`src/rtl/phy_rst_seq.sv`:
```
// Multi-channel transceiver reset sequencer: one shared TX PLL/TX reset FSM plus a
// per-channel RX FSM with CDR/block-lock qualification, watchdog re-reset and relock counters.
module phy_rst_seq #(
    parameter int NUM_CH       = 1,
    parameter int CNT_W        = 20,
    parameter int T_ANALOG     = 100,
    parameter int T_DIGITAL    = 20,
    parameter int T_LTD        = 400,
    parameter int T_BL_TIMEOUT = 100000
) (
    input  logic                  csr_clk,
    input  logic                  csr_rst_n,
    input  logic                  soft_reset_req,
    input  logic [NUM_CH-1:0]     ch_enable,
    input  logic                  pll_locked,
    input  logic [NUM_CH-1:0]     tx_cal_busy,
    input  logic [NUM_CH-1:0]     rx_cal_busy,
    input  logic [NUM_CH-1:0]     rx_is_lockedtodata,
    input  logic [NUM_CH-1:0]     block_lock,
    output logic                  pll_powerdown,
    output logic [NUM_CH-1:0]     tx_analogreset,
    output logic [NUM_CH-1:0]     tx_digitalreset,
    output logic [NUM_CH-1:0]     rx_analogreset,
    output logic [NUM_CH-1:0]     rx_digitalreset,
    output logic [NUM_CH-1:0]     tx_ready,
    output logic [NUM_CH-1:0]     rx_ready,
    output logic                  phy_ready,
    output logic [8*NUM_CH-1:0]   relock_count
);

    localparam int SYNC_W = 1 + 4 * NUM_CH;
    localparam logic [CNT_W-1:0] T_ANA_LAST = CNT_W'(T_ANALOG - 1);
    localparam logic [CNT_W-1:0] T_DIG_LAST = CNT_W'(T_DIGITAL - 1);
    localparam logic [CNT_W-1:0] T_LTD_LAST = CNT_W'(T_LTD - 1);
    localparam logic [CNT_W-1:0] T_BL_LAST  = CNT_W'(T_BL_TIMEOUT - 1);
    localparam logic [CNT_W-1:0] CNT_ONE    = CNT_W'(1);
    localparam logic [NUM_CH-1:0] ALL_ONES  = {NUM_CH{1'b1}};

    typedef enum logic [1:0] {
        TX_PD    = 2'd0,
        TX_WAIT  = 2'd1,
        TX_DIG   = 2'd2,
        TX_READY = 2'd3
    } tx_state_e;

    typedef enum logic [2:0] {
        RX_ANA   = 3'd0,
        RX_CAL   = 3'd1,
        RX_LTD   = 3'd2,
        RX_BL    = 3'd3,
        RX_READY = 3'd4
    } rx_state_e;

    function automatic logic [7:0] sat_inc8(input logic [7:0] val);
        if (val == 8'hFF) begin
            sat_inc8 = val;
        end else begin
            sat_inc8 = val + 8'd1;
        end
    endfunction

    logic [SYNC_W-1:0] async_s;
    logic [SYNC_W-1:0] meta_q;
    logic [SYNC_W-1:0] sync_q;
    logic              pll_s;
    logic [NUM_CH-1:0] tx_cal_s;
    logic [NUM_CH-1:0] rx_cal_s;
    logic [NUM_CH-1:0] ltd_s;
    logic [NUM_CH-1:0] bl_s;
    logic              tx_cond_s;

    tx_state_e         tx_state_q, tx_state_d;
    logic [CNT_W-1:0]  tx_cnt_q, tx_cnt_d;
    rx_state_e         rx_state_q [NUM_CH];
    rx_state_e         rx_state_d [NUM_CH];
    logic [CNT_W-1:0]  rx_cnt_q [NUM_CH];
    logic [CNT_W-1:0]  rx_cnt_d [NUM_CH];
    logic [8*NUM_CH-1:0] relock_q, relock_d;

    logic              pd_q, pd_d;
    logic [NUM_CH-1:0] tx_ana_q, tx_ana_d;
    logic [NUM_CH-1:0] tx_dig_q, tx_dig_d;
    logic [NUM_CH-1:0] rx_ana_q, rx_ana_d;
    logic [NUM_CH-1:0] rx_dig_q, rx_dig_d;
    logic [NUM_CH-1:0] tx_ready_q, tx_ready_d;
    logic [NUM_CH-1:0] rx_ready_q, rx_ready_d;
    logic              phy_ready_q, phy_ready_d;

    assign async_s = {pll_locked, tx_cal_busy, rx_cal_busy, rx_is_lockedtodata, block_lock};
    assign {pll_s, tx_cal_s, rx_cal_s, ltd_s, bl_s} = sync_q;

    // Two-flop synchronisers for every asynchronous status input.
    always_ff @(posedge csr_clk or negedge csr_rst_n) begin
        if (!csr_rst_n) begin
            meta_q <= '0;
            sync_q <= '0;
        end else begin
            meta_q <= async_s;
            sync_q <= meta_q;
        end
    end

    // Disabled channels never hold up TX digital release.
    assign tx_cond_s = pll_s & (&(~tx_cal_s | ~ch_enable));

    // Shared TX FSM next state; soft reset overrides everything.
    always_comb begin
        tx_state_d = tx_state_q;
        tx_cnt_d   = tx_cnt_q;
        if (soft_reset_req) begin
            tx_state_d = TX_PD;
            tx_cnt_d   = '0;
        end else begin
            case (tx_state_q)
                TX_PD: begin
                    if (tx_cnt_q == T_ANA_LAST) begin
                        tx_state_d = TX_WAIT;
                        tx_cnt_d   = '0;
                    end else begin
                        tx_cnt_d   = tx_cnt_q + CNT_ONE;
                    end
                end
                TX_WAIT: begin
                    tx_cnt_d = '0;
                    if (tx_cond_s) begin
                        tx_state_d = TX_DIG;
                    end else begin
                        tx_state_d = TX_WAIT;
                    end
                end
                TX_DIG: begin
                    if (!tx_cond_s) begin
                        tx_state_d = TX_WAIT;
                        tx_cnt_d   = '0;
                    end else if (tx_cnt_q == T_DIG_LAST) begin
                        tx_state_d = TX_READY;
                        tx_cnt_d   = '0;
                    end else begin
                        tx_cnt_d   = tx_cnt_q + CNT_ONE;
                    end
                end
                TX_READY: begin
                    tx_cnt_d = '0;
                    if (!pll_s) begin
                        tx_state_d = TX_WAIT;
                    end else begin
                        tx_state_d = TX_READY;
                    end
                end
                default: begin
                    tx_state_d = TX_PD;
                    tx_cnt_d   = '0;
                end
            endcase
        end
    end

    // Per-channel RX FSM next state and saturating relock accounting.
    always_comb begin
        relock_d = relock_q;
        for (int i = 0; i < NUM_CH; i++) begin
            rx_state_d[i] = rx_state_q[i];
            rx_cnt_d[i]   = rx_cnt_q[i];
            if (soft_reset_req) begin
                rx_state_d[i]      = RX_ANA;
                rx_cnt_d[i]        = '0;
                relock_d[8*i +: 8] = 8'd0;
            end else if (!ch_enable[i]) begin
                rx_state_d[i] = RX_ANA;
                rx_cnt_d[i]   = '0;
            end else begin
                case (rx_state_q[i])
                    RX_ANA: begin
                        if (rx_cnt_q[i] == T_ANA_LAST) begin
                            rx_state_d[i] = RX_CAL;
                            rx_cnt_d[i]   = '0;
                        end else begin
                            rx_cnt_d[i]   = rx_cnt_q[i] + CNT_ONE;
                        end
                    end
                    RX_CAL: begin
                        rx_cnt_d[i] = '0;
                        if (!rx_cal_s[i]) begin
                            rx_state_d[i] = RX_LTD;
                        end else begin
                            rx_state_d[i] = RX_CAL;
                        end
                    end
                    RX_LTD: begin
                        if (!ltd_s[i]) begin
                            rx_cnt_d[i]   = '0;
                        end else if (rx_cnt_q[i] == T_LTD_LAST) begin
                            rx_state_d[i] = RX_BL;
                            rx_cnt_d[i]   = '0;
                        end else begin
                            rx_cnt_d[i]   = rx_cnt_q[i] + CNT_ONE;
                        end
                    end
                    RX_BL: begin
                        if (!ltd_s[i]) begin
                            rx_state_d[i] = RX_LTD;
                            rx_cnt_d[i]   = '0;
                        end else if (bl_s[i]) begin
                            rx_state_d[i] = RX_READY;
                            rx_cnt_d[i]   = '0;
                        end else if (rx_cnt_q[i] == T_BL_LAST) begin
                            rx_state_d[i]      = RX_ANA;
                            rx_cnt_d[i]        = '0;
                            relock_d[8*i +: 8] = sat_inc8(relock_q[8*i +: 8]);
                        end else begin
                            rx_cnt_d[i]   = rx_cnt_q[i] + CNT_ONE;
                        end
                    end
                    RX_READY: begin
                        rx_cnt_d[i] = '0;
                        // CDR loss outranks block-lock loss when both drop together.
                        if (!ltd_s[i]) begin
                            rx_state_d[i]      = RX_LTD;
                            relock_d[8*i +: 8] = sat_inc8(relock_q[8*i +: 8]);
                        end else if (!bl_s[i]) begin
                            rx_state_d[i]      = RX_BL;
                            relock_d[8*i +: 8] = sat_inc8(relock_q[8*i +: 8]);
                        end else begin
                            rx_state_d[i]      = RX_READY;
                        end
                    end
                    default: begin
                        rx_state_d[i] = RX_ANA;
                        rx_cnt_d[i]   = '0;
                    end
                endcase
            end
        end
    end

    // Output values decoded from next state so they register together with it.
    always_comb begin
        pd_d       = (tx_state_d == TX_PD);
        tx_ana_d   = ALL_ONES;
        tx_dig_d   = ALL_ONES;
        tx_ready_d = '0;
        if (tx_state_d == TX_PD) begin
            tx_ana_d = ALL_ONES;
        end else if (tx_state_d == TX_READY) begin
            tx_ana_d   = ~ch_enable;
            tx_dig_d   = ~ch_enable;
            tx_ready_d = ch_enable;
        end else begin
            tx_ana_d = ~ch_enable;
        end
        for (int i = 0; i < NUM_CH; i++) begin
            rx_ana_d[i]   = (rx_state_d[i] == RX_ANA);
            rx_dig_d[i]   = !((rx_state_d[i] == RX_BL) || (rx_state_d[i] == RX_READY));
            rx_ready_d[i] = (rx_state_d[i] == RX_READY);
        end
        if (soft_reset_req) begin
            phy_ready_d = 1'b0;
        end else begin
            phy_ready_d = (|ch_enable) & (&(~ch_enable | (tx_ready_q & rx_ready_q)));
        end
    end

    // State, counter and registered-output flops.
    always_ff @(posedge csr_clk or negedge csr_rst_n) begin
        if (!csr_rst_n) begin
            tx_state_q  <= TX_PD;
            tx_cnt_q    <= '0;
            for (int i = 0; i < NUM_CH; i++) begin
                rx_state_q[i] <= RX_ANA;
                rx_cnt_q[i]   <= '0;
            end
            relock_q    <= '0;
            pd_q        <= 1'b1;
            tx_ana_q    <= ALL_ONES;
            tx_dig_q    <= ALL_ONES;
            rx_ana_q    <= ALL_ONES;
            rx_dig_q    <= ALL_ONES;
            tx_ready_q  <= '0;
            rx_ready_q  <= '0;
            phy_ready_q <= 1'b0;
        end else begin
            tx_state_q  <= tx_state_d;
            tx_cnt_q    <= tx_cnt_d;
            for (int i = 0; i < NUM_CH; i++) begin
                rx_state_q[i] <= rx_state_d[i];
                rx_cnt_q[i]   <= rx_cnt_d[i];
            end
            relock_q    <= relock_d;
            pd_q        <= pd_d;
            tx_ana_q    <= tx_ana_d;
            tx_dig_q    <= tx_dig_d;
            rx_ana_q    <= rx_ana_d;
            rx_dig_q    <= rx_dig_d;
            tx_ready_q  <= tx_ready_d;
            rx_ready_q  <= rx_ready_d;
            phy_ready_q <= phy_ready_d;
        end
    end

    assign pll_powerdown   = pd_q;
    assign tx_analogreset  = tx_ana_q;
    assign tx_digitalreset = tx_dig_q;
    assign rx_analogreset  = rx_ana_q;
    assign rx_digitalreset = rx_dig_q;
    assign tx_ready        = tx_ready_q;
    assign rx_ready        = rx_ready_q;
    assign phy_ready       = phy_ready_q;
    assign relock_count    = relock_q;

endmodule

```
`config.mk`:
```
export PLATFORM = sky130hd
export DESIGN_NAME = phy_rst_seq
export DESIGN_NICKNAME = d
export VERILOG_FILES = /design/src/rtl/phy_rst_seq.sv
export SDC_FILE = /design/constraint.sdc
export NUM_CORES = 1
export LEC_CHECK = 0
export ABC_AREA = 0
export CAP_MARGIN = 25
export CORE_MARGIN = 2
export CORE_UTILIZATION = 50
export DETAILED_ROUTE_END_ITERATION = 8
export PLACE_DENSITY = 0.7
export SYNTH_ARGS = -nofsm -noshare
export SYNTH_HDL_FRONTEND = slang
export SYNTH_SLANG_ARGS = --single-unit
```
`constraint.sdc`:
```
create_clock -name csr_clk -period 3.9 [get_ports csr_clk]
set_clock_uncertainty 0.05 [all_clocks]
set_input_delay 0.585 -clock csr_clk [delete_from_list [all_inputs] [get_ports csr_clk]]
set_output_delay 0.585 -clock csr_clk [all_outputs]
set_load 0.02 [all_outputs]
```
# After elaboration in Yosys (flattened, before gate mapping)
# Index checks and enable logic that the tools add are counted.
# totals
register_bits	71
out_inout_bits	16
word_cells	103
# op_classes
addsub	3
eq_ne	20
muxes	48
bitwise_logic	7
n_reduce_logical	10
# op_table
operator	count
$mux 20	12
$pmux 20 s3	2
$mux 8	8
$add 20x1->20 const B	2
$eq 20x7->1 const B	2
$mux 3	10
$eq 20x17->1 const B	1
$eq 20x5->1 const B	1
$eq 20x9->1 const B	1
$pmux 8 s2	1
$pmux 3 s5	1
$mux 2	7
$eq 3x2->1 const B	3
$ne 3x3->1 const B	3
$add 8x1->8 const B	1
$eq 8x8->1 const B	1
$pmux 2 s4	1
$eq 2x2->1 const B	3
$eq 3x3->1 const B	2
$logic_not 3->1	2
$mux 1	6
$reduce_and 6->1	1
$logic_not 2->1	2
$ne 4x4->1 const B	1
other kinds (10)	14

# Longest topological paths before layout
# Gate-level depths: netlist of run 1.
# depth
depth_word	10
ltp_mapped	7
depth_no_buf	6

# Least setup slack after synthesis of run 1
# Ideal clock, no wire load.
# synth_timing
kind	flip-flop to flip-flop
from	reg rx_cnt_q[14] (netlist name)
to	reg relock_q[3], in the netlist relock_count[3]
setup_ns	0.125
t_arrival_ns	2.090
required_time_ns	3.725
setup_slack_ns	1.635
stages_incl_launch_ff	7
synth_period_minus_slack_ns	2.265
cell_sequence	dfrtp_1 -> or4_1 -> and4bb_1 -> a31oi_1 -> buf_2 -> nor4b_1 -> mux2_2
# synth_between
elab_chain_len	3
# synth_lines
item	line	rtl
start: declaration	76	logic [CNT_W-1:0] rx_cnt_q [NUM_CH];
start signal: indexed assignment	286	rx_cnt_q[i] <= rx_cnt_d[i];
$eq 20x17->1	206	end else if (rx_cnt_q[i] == T_BL_LAST) begin
$ne 3x3->1 (no line)	n/a	
$reduce_and 6->1 (no line)	n/a	
end signal: assignment	288	relock_q <= relock_d;
end: declaration	78	logic [8*NUM_CH-1:0] relock_q, relock_d;
# No other way between the ends.
# A chain may end at the register's enable or synchronous reset.

# Final worst setup path of run 1
# Same ends and word-level chain as after synthesis.

==> reports/metrics.csv, run 1 <==
stage;metric;value;unit
outcome;run_status;finished, violations left;
outcome;violations;design-rule violations;
clocking;h-tree-depth;3;
global_route;grt_start_max_net_pins;28;
power;switchingPower;317;uW
cells_and_area;diodes;0;
yosys;synth_nets;339;
setup_path;endpoint_kind;flop;
cells_and_area;final_core_util;0.611;
sta;clock.fmax;0.397;GHz
sta;final-hold-violation-count;0;
sta;relSlewSlack;0.388;
yosys;yosysMostFrequentCell;dfrtp_1;
yosys;yosys.cell_types.count;47;
yosys;synth_top_area_frac;0.493;
sta;grt_setup_unrepaired;no;
yosys;synth_seq_area_share;0.532;
setup_path;start_kind;flop;
power;power_frac_comb;0.032;
cells_and_area;final_nets;366;
clocking;clockBufferDepth;2;
clocking;post_cts_buffers;0;
yosys;yosys_register_bits;71;
global_route;antenna_found_initial;0;
setup_path;crit_chain;or4_1 -> and4bb_1 -> a31oi_1 -> nor4b_1 -> mux2_2;
yosys;async_reset_ff_frac;1.00;
sta;finalSetupTns;0;ns
place;gp_congestion;0.784;
cells_and_area;layout-drive-gt1-share;0.0891;
setup_path;crit_fanout;11;
global_route;grt_usage;0.193;
setup_path;cp_slowest_cell;or4_1;
clocking;holdBufCountCts;0;
flow_run;cap_violations;0;
power;clockPowerShare;0.468;
drt;ant_nets;0;
global_route;grt_first_pass_wirelength;11.3;mm
power;peakVddDrop;0.207;mV
global_route;grt_pass1_vias;2395;
sta;worst_pin_slew;0.913;ns
floorplan;die-area;0.00737;mm2
drt;first_iter_violations;158;
yosys;synth_edf_count;0;
setup_path;critical_path_required;4.07;ns
yosys;yosys.area.top_type;dfrtp_1;
setup_path;cpPeakStageDelay;0.55;ns
cells_and_area;synthToLayoutAreaGrowth;17.0;%
floorplan;die_h;85.9;um
setup_path;path_delay_family;simple AND/OR/NAND/NOR gates;
power;power;1.51;mW
yosys;synthFlopType;dfrtp_1;
drt;first_pass_iters;6;
clocking;clock_sinks;71;
drt;drc_errors;4;
sta;fin_crit_sh;0.645;
drt;wl;6.33;mm
setup_path;cp_num_buf_inv;0;
min_path;hp-class;in2async;
clocking;root_buffer;clkbuf_8;
drt;vias;2483;
clocking;cts_tree;built;
drt;routed_via_density;5.69;
sta;fin_crit;2.52;ns
place;dp_hpwl;4.33;mm
yosys;syn-cell-area;0.00335;mm2
setup_path;ff2ff_setup_slack;1.38;ns
power;p_int;1.19;mW
yosys;yosys-top-cells-count;66 x dfrtp_1, 35 x nor2_1, 24 x xor2_1;
setup_path;crit_type;reg2reg;
sta;drv_slew;0;
place;portBuffers;24;
floorplan;core_area;0.00642;mm2
sta;finalSetupViolations;0;
power;p_sw_frac;0.211;
drt;wl_per_cell;14.5;um
yosys;synth_cells;327;
global_route;grt-ovfl-total;0;
clocking;cts_resized;0;
power;seqPwrFrac;0.500;
yosys;synth.area.top_cells;dfrtp_1 49%, xor2_1 6.3%, dfstp_2 3.9%, nor2_1 3.9%, nor3_1 3.4%;
power;leakagePower;1.65;nW
clocking;clk_pin_slew;0.08;ns
floorplan;ios;25;
power;p_per_area;384;mW/mm2
yosys;ys_warn_count;0;
floorplan;dieWidth;85.9;um
floorplan;start_util;0.522;
floorplan;core.rowCount;29;
clocking;insertion_delay;0.34;ns
setup_path;critical_path_arrival;2.69;ns
clocking;numCtsBuffers;9;
yosys;syn_avg_cell_area;10.2;um2
==> per-stage QoR <==
stage	instance area, um2	setup slack [ns]	std cells	hold WS [ns]
6_report	3920	1.38	436	0.177
5_1_grt	3920	1.26	436	0.191
4_1_cts	3920	1.38	436	0.185
3_5_place_dp	3680	1.40	420	0.285
3_3_place_gp	3660	1.44	419	0.284
2_1_floorplan	3350	1.64	327	0.239
==> worst register-to-register path: stages, from the launching register on <==
cell      delay, ns
dfrtp_1        0.40
or4_1          0.55
and4bb_1       0.29
a31oi_1        0.32
nor4b_1        0.43
mux2_2         0.37
==> metal layers <==
| layer | up-vias | wire length (um) | GRT usage |
|---|---|---|---|
| met2 | 47 | 3010 | 0.299 |
| met3 | 5 | 274 | 0.0616 |
| met5 | - | 0 | 0 |
| li1 | 1232 | - | - |
| met1 | 1199 | 3000 | 0.267 |
| met4 | 0 | 48 | 0.0476 |
==> flip-flops by register name, summed over array words and instances (netlist names), 2 cells and up <==
signal	flops
sync_q	5
rx_state_q	3
tx_cnt_q	20
relock_count	8
rx_cnt_q	20
meta_q	5
tx_state_q	2
==> worst paths after layout <==
check / cells past startpoint / end / start
max: 5 / relock_count[3] / rx_cnt_q[14]
min: 1 / sync_q[2] / csr_rst_n
max reg2reg: 5 / relock_count[3] / rx_cnt_q[14]
min reg2reg: 0 / sync_q[2] / meta_q[2]
max in group asynchronous: 2 / pll_powerdown / csr_rst_n
min in group csr_clk: 0 / sync_q[2] / meta_q[2]
==> power by group through the flow <==
stage	Clock (mW)	Combinational [mW]	Sequential, mW
global placement	0	0.0466	0.766
global route	0.758	0.0562	0.754
detailed placement	0	0.0502	0.766
CTS	0.724	0.0507	0.752
floorplan	0	0.0204	0.764
finish	0.705	0.0487	0.752
==> cell usage in the layout (no fill, tap or decap), types with 5 or more instances in the layout <==
cell type and instances:
a21oi_1 10, or4_1 7, xor2_1 24, xnor2_1 12
clkbuf_8 9, clkdlybuf4s50_1 23, and3_1 13, dfrtp_1 66
dfstp_2 5, nor2_1 35, nor3_1 23, nand3_1 16
inv_1 6, nand2_1 21, nor4_1 7, nand4_1 14
==> kinds of logic (layout without fill, tap and decap cells) <==
family                   Yosys count  count (layout)  share of synthesized area
AND/OR/NAND/NOR                  164             164                      0.266
flip-flops                        71              71                      0.532
XOR/XNOR                          36              36                     0.0941
AO/OA/AOI/OAI                     30              30                     0.0590
buffers and inverters             18              50                     0.0213
adder cells (fa/ha/maj)            4               4                     0.0142
multiplexers                       4               4                     0.0131
==> layout make-up <==
class                   instances  area, um2
multi-input cells             238       1500
inverters                       6       22.5
well taps                      77       96.3
clock buffers                   9        124
clock inverters                 7        121
fillers                       537       2500
flip-flops and latches         71       1780
repair buffers                 28        278
Note: power is estimated with default switching activity, not from simulation.
==> run 2: changes to the inputs <==
clock period = 2.4 ns   (was 3.9 ns; I/O delays follow)
==> reports/metrics.csv, run 2 (synthesis gave the netlist of run 1 again) <==
stage;metric;value;unit;change
cells_and_area;final_core_util;0.636;;was 0.611
sta;clock.fmax;0.426;GHz;was 0.397 GHz
flow_run;cap_violations;0;;unchanged
drt;first_iter_violations;103;;was 158
outcome;run_status;finished, violations left;;unchanged
min_path;hp-class;reg2reg;;was in2async
cells_and_area;layout-drive-gt1-share;0.137;;was 0.0891
place;portBuffers;24;;unchanged
clocking;clock_sinks;71;;unchanged
cells_and_area;final_common_cell;dfrtp_1;;unchanged
sta;grt_setup_unrepaired;yes;;was no
cells_and_area;synthToLayoutAreaGrowth;22.0;%;was 17.0%
cells_and_area;mostFrequentLayoutCells;66 x dfrtp_1, 35 x nor2_1, 24 x xor2_1, 23 x nor3_1, 23 x clkdlybuf4s50_1;;unchanged
setup_path;endpoint_kind;flop;;unchanged
setup_path;start_kind;flop;;unchanged
power;p_per_area;596;mW/mm2;was 384 mW/mm2
setup_path;critical_path_required;2.57;ns;was 4.07 ns
place;gp_congestion;0.783;;was 0.784
place;dpl_worst_slack;-0.00522;ns;was 1.40 ns
sta;final-hold-violation-count;0;;unchanged
floorplan;die_h;85.9;um;unchanged
floorplan;core.rowCount;29;;unchanged
sta;worst_pin_slew;0.598;ns;was 0.913 ns
floorplan;die-area;0.00737;mm2;unchanged
cells_and_area;final_nets;386;;was 366
setup_path;cp_slowest_cell;or4_1;;unchanged
clocking;numCtsBuffers;9;;unchanged
clocking;insertion_delay;0.35;ns;was 0.34 ns
clocking;post_cts_buffers;0;;unchanged
drt;ant_nets;0;;unchanged
sta;fin_crit_sh;0.977;;was 0.645
sta;drv_slew;0;;unchanged
setup_path;cp_num_buf_inv;1;;was 0
setup_path;critical_path_arrival;2.52;ns;was 2.69 ns
clocking;clk_pin_slew;0.07;ns;was 0.08 ns
sta;finalSetupTns;0;ns;unchanged
global_route;grt_pass1_vias;2447;;was 2395
power;leakagePower;1.75;nW;was 1.65 nW
global_route;grt_start_max_net_pins;72;;was 28
floorplan;ios;25;;unchanged
drt;wl;6.39;mm;was 6.33 mm
cells_and_area;fill_cells;516;;was 537
place;dp_hpwl;4.35;mm;was 4.33 mm
clocking;root_buffer;clkbuf_8;;unchanged
global_route;grt_first_pass_wirelength;11.0;mm;was 11.3 mm
drt;first_pass_iters;7;;was 6
floorplan;dieWidth;85.9;um;unchanged
power;peakVddDrop;0.298;mV;was 0.207 mV
sta;relSlewSlack;0.599;;was 0.388
setup_path;cpPeakStageDelay;0.56;ns;was 0.55 ns
global_route;antenna_found_initial;0;;unchanged
cells_and_area;diodes;0;;unchanged
sta;setup_slack;0.0541;ns;was 1.38 ns
floorplan;start_util;0.522;;unchanged
setup_path;crit_type;reg2reg;;unchanged
clocking;cts_tree;built;;unchanged
outcome;violations;design-rule violations;;unchanged
clocking;h-tree-depth;3;;unchanged
clocking;clockBufferDepth;2;;unchanged
drt;routed_via_density;5.62;;was 5.69
floorplan;core_area;0.00642;mm2;unchanged
sta;fin_crit;2.35;ns;was 2.52 ns
setup_path;crit_fanout;20;;was 11
sta;timing.hold.ws;0.300;ns;was 0.177 ns
setup_path;path_delay_family;simple AND/OR/NAND/NOR gates;;unchanged
drt;drc_errors;4;;unchanged
cells_and_area;final_cell_area;0.00409;mm2;was 0.00392 mm2
global_route;grt_usage;0.191;;was 0.193
sta;finalSetupViolations;0;;unchanged
place;place_area;0.00382;mm2;was 0.00368 mm2
global_route;grt-ovfl-total;0;;unchanged
drt;vias;2562;;was 2483
setup_path;crit_chain;or4_1 -> and4bb_1 -> a211oi_1 -> a221oi_1 -> buf_4 -> nor3_1;;was or4_1 -> and4bb_1 -> a31oi_1 -> nor4b_1 -> mux2_2
drt;wl_per_cell;14.0;um;was 14.5 um
-- run 2: final timing paths --
path / startpoint / cells past startpoint / slack [ns] / end
hold reg to reg: meta_q[2] / 0 / 0.30 / sync_q[2]
setup / recovery: rx_cnt_q[14] / 6 / 0.05 / rx_cnt_q[15]
min in group asynchronous: csr_rst_n / 3 / 0.51 / sync_q[2]
max in group asynchronous: csr_rst_n / 3 / 1.46 / pll_powerdown
setup reg to reg: rx_cnt_q[14] / 6 / 0.05 / rx_cnt_q[15]
hold / removal: meta_q[2] / 0 / 0.30 / sync_q[2]
-- run 2: layer usage --
layer	routed length (um)	share of wire	up-vias	global-route usage
li1	-	-	1268	-
met1	2990	0.47	1237	0.244
met2	3060	0.48	49	0.307
met3	255	0.040	8	0.0558
met4	85	0.013	0	0.0779
met5	0	0	-	0
-- run 2: timing repair --
action	in CTS	in global routing
hold buffers	1	0
gates resized for setup	2	2
hold endpoints to repair	66	0
endpoints found under the setup margin	3	5
-- run 2: area by class of cell --
class	count	area (um2)	share of cell area
Clock buffer	10	128	0.0312
Clock inverter	6	109	0.0266
Sequential cell	71	1780	0.436
Timing Repair Buffer	48	430	0.105
Inverter	6	22.5	0.00551
Tap cell	77	96.3	0.0236
Multi-Input combinational cell	238	1520	0.371
-- run 2: where the power goes --
| part | internal [mW] | leakage, nW | switching [mW] | total [mW] |
|---|---|---|---|---|
| Clock | 0.689 | 0.120 | 0.442 | 1.13 |
| Sequential | 1.21 | 0.948 | 0.0108 | 1.22 |
| Combinational | 0.0316 | 0.685 | 0.0535 | 0.0851 |
| Total | 1.93 | 1.75 | 0.506 | 2.44 |
-- run 2: metrics by stage --
stage / std cells / power [mW]
3_3_place_gp: 439 / 1.33
5_1_grt: 456 / 2.53
3_5_place_dp: 439 / 1.33
6_report: 456 / 2.44
2_1_floorplan: 327 / 1.27
4_1_cts: 456 / 2.46
==> run 3: changes to the inputs <==
CTS_CLUSTER_SIZE = 12   (was not set)
TNS_END_PERCENT = 50   (was not set)
==> reports/metrics.csv, run 3 (synthesis gave the netlist of run 1 again) <==
stage;metric;value;unit;change
outcome;run_status;finished, violations left;;unchanged
outcome;violations;design-rule violations;;unchanged
clocking;numCtsBuffers;9;;unchanged
flow_run;cap_violations;0;;unchanged
place;dp_hpwl;4.35;mm;unchanged
power;p_sw_frac;0.208;;about the same
cells_and_area;final_nets;386;;unchanged
drt;top_layer_used;met4;;unchanged
global_route;grt_start_max_net_pins;72;;unchanged
clocking;clk_pin_slew;0.07;ns;about the same
floorplan;die_h;85.9;um;unchanged
sta;grt_setup_unrepaired;yes;;unchanged
drt;first_pass_iters;6;;was 7
setup_path;critical_path_arrival;2.56;ns;was 2.52 ns
drt;ant_nets;0;;unchanged
sta;clock.fmax;0.421;GHz;was 0.426 GHz
drt;drt-met1-wl;2.98;mm;was 2.99 mm
sta;relSlewSlack;0.597;;was 0.599
place;dp_cells;439;;unchanged
global_route;antenna_found_initial;0;;unchanged
power;clockPowerShare;0.464;;about the same
place;gp_congestion;0.783;;unchanged
drt;wl_met2;3.00;mm;was 3.06 mm
floorplan;start_util;0.522;;unchanged
drt;routed_via_density;5.59;;was 5.62
cells_and_area;synthToLayoutAreaGrowth;21.7;%;was 22.0%
cells_and_area;diodes;0;;unchanged
drt;drc_errors;4;;unchanged
clocking;root_buffer;clkbuf_8;;unchanged
setup_path;critical_path_required;2.58;ns;was 2.57 ns
sta;drv_slew;0;;unchanged
clocking;clock_sinks;71;;unchanged
global_route;grt-ovfl-total;0;;unchanged
cells_and_area;layout-drive-gt1-share;0.137;;unchanged
floorplan;die-area;0.00737;mm2;unchanged
drt;vias;2548;;was 2562
power;power_frac_comb;0.035;;about the same
power;p_int;1.93;mW;about the same
min_path;worstHoldPathCells;0;;unchanged
drt;first_iter_violations;137;;was 103
drt;wl_met3;257;um;was 255 um
sta;worst_pin_slew;0.601;ns;was 0.598 ns
place;dpl_worst_slack;-0.00522;ns;unchanged
setup_path;start_kind;flop;;unchanged
cells_and_area;mostFrequentLayoutCells;66 x dfrtp_1, 35 x nor2_1, 24 x xor2_1, 23 x nor3_1, 23 x clkdlybuf4s50_1;;unchanged
drt;wl_per_cell;13.9;um;was 14.0 um
floorplan;core.rowCount;29;;unchanged
clocking;clockBufferDepth;2;;unchanged
clocking;insertion_delay;0.35;ns;about the same
clocking;h-tree-depth;3;;unchanged
setup_path;ff2ff_path_depth;5;;was 6
global_route;grt_first_pass_wirelength;11.0;mm;unchanged
power;peakVddDrop;0.298;mV;about the same
cells_and_area;finalNonFillerCells;456;;unchanged
place;portBuffers;24;;unchanged
sta;timing.hold.ws;0.301;ns;was 0.300 ns
sta;fin_crit;2.38;ns;was 2.35 ns
sta;finalSetupViolations;0;;unchanged
clocking;cts_tree;built;;unchanged
sta;final-hold-violation-count;0;;unchanged
drt;wl;6.32;mm;was 6.39 mm
setup_path;endpoint_kind;flop;;unchanged
sta;fin_crit_sh;0.990;;was 0.977
global_route;grt_usage;0.191;;unchanged
power;leakagePower;1.75;nW;about the same
cells_and_area;final_common_cell;dfrtp_1;;unchanged
power;p_per_area;598;mW/mm2;was 596 mW/mm2
setup_path;crit_fanout;9;;was 20
power;switchingPower;507;uW;was 506 uW
floorplan;ios;25;;unchanged
min_path;hp-class;reg2reg;;unchanged
setup_path;crit_type;reg2reg;;unchanged
global_route;grt_pass1_vias;2447;;unchanged
floorplan;core_area;0.00642;mm2;unchanged
power;seqPwrFrac;0.501;;about the same
sta;setup_slack;0.0245;ns;was 0.0541 ns
floorplan;dieWidth;85.9;um;unchanged
power;power;2.44;mW;about the same
run 3: cell counts in the layout (fill, tap and decap cells not counted):
No cell type changed its count.
run 3: final cells by class:
type	count	area [um2]
clock buffers	10	128
clock inverters	6	109
fillers	519	2340
multi-input cells	238	1510
well taps	77	96.3
inverters	6	22.5
repair buffers	48	430
flip-flops and latches	71	1780
run 3: power by group through the flow:
stage	Combinational (mW)	Sequential, mW	Clock [mW]
2_1_floorplan	0.0331	1.24	0
3_3_place_gp	0.0845	1.24	0
3_5_place_dp	0.0862	1.24	0
4_1_cts	0.0880	1.22	1.15
5_1_grt	0.0991	1.22	1.21
6_report	0.0847	1.22	1.13
run 3: what timing repair did:
item,in CTS,in global routing
buffers inserted,0,0
hold buffers,1,0
endpoints found under the hold margin,66,0
resized for setup,2,1
setup endpoints to repair,3,5
run 3: critical path, stage by stage (launching register included):
cell	delay, ns
dfrtp_1	0.38
or4_1	0.56
and4bb_1	0.32
a31oi_2	0.21
nor4b_1	0.37
mux2_2	0.37
run 3: path summary, 6_finish.rpt:
kind                                   start         endpoint  slack (ns)
worst max-delay path            rx_cnt_q[14]  relock_count[3]        0.02
worst min-delay path               meta_q[2]        sync_q[2]        0.30
worst max register to register  rx_cnt_q[14]  relock_count[3]        0.02
worst min register to register     meta_q[2]        sync_q[2]        0.30
max in group asynchronous          csr_rst_n    pll_powerdown        1.45
min in group asynchronous          csr_rst_n    rx_state_q[1]        0.51
run 3: through the flow:
stage / TNS [ns] / utilization / instance area [um2]
finish: 0 / 0.635 / 4080
global route: -0.0913 / 0.635 / 4080
CTS: 0 / 0.635 / 4080
detailed placement: -0.00522 / 0.595 / 3820
global placement: 0 / 0.595 / 3820
floorplan: 0 / - / 3350
run 3: routing by layer:
metal	up-vias	GRT usage
li1	1266	-
met1	1223	0.244
met2	49	0.307
met3	10	0.0558
met4	0	0.0779
met5	-	0
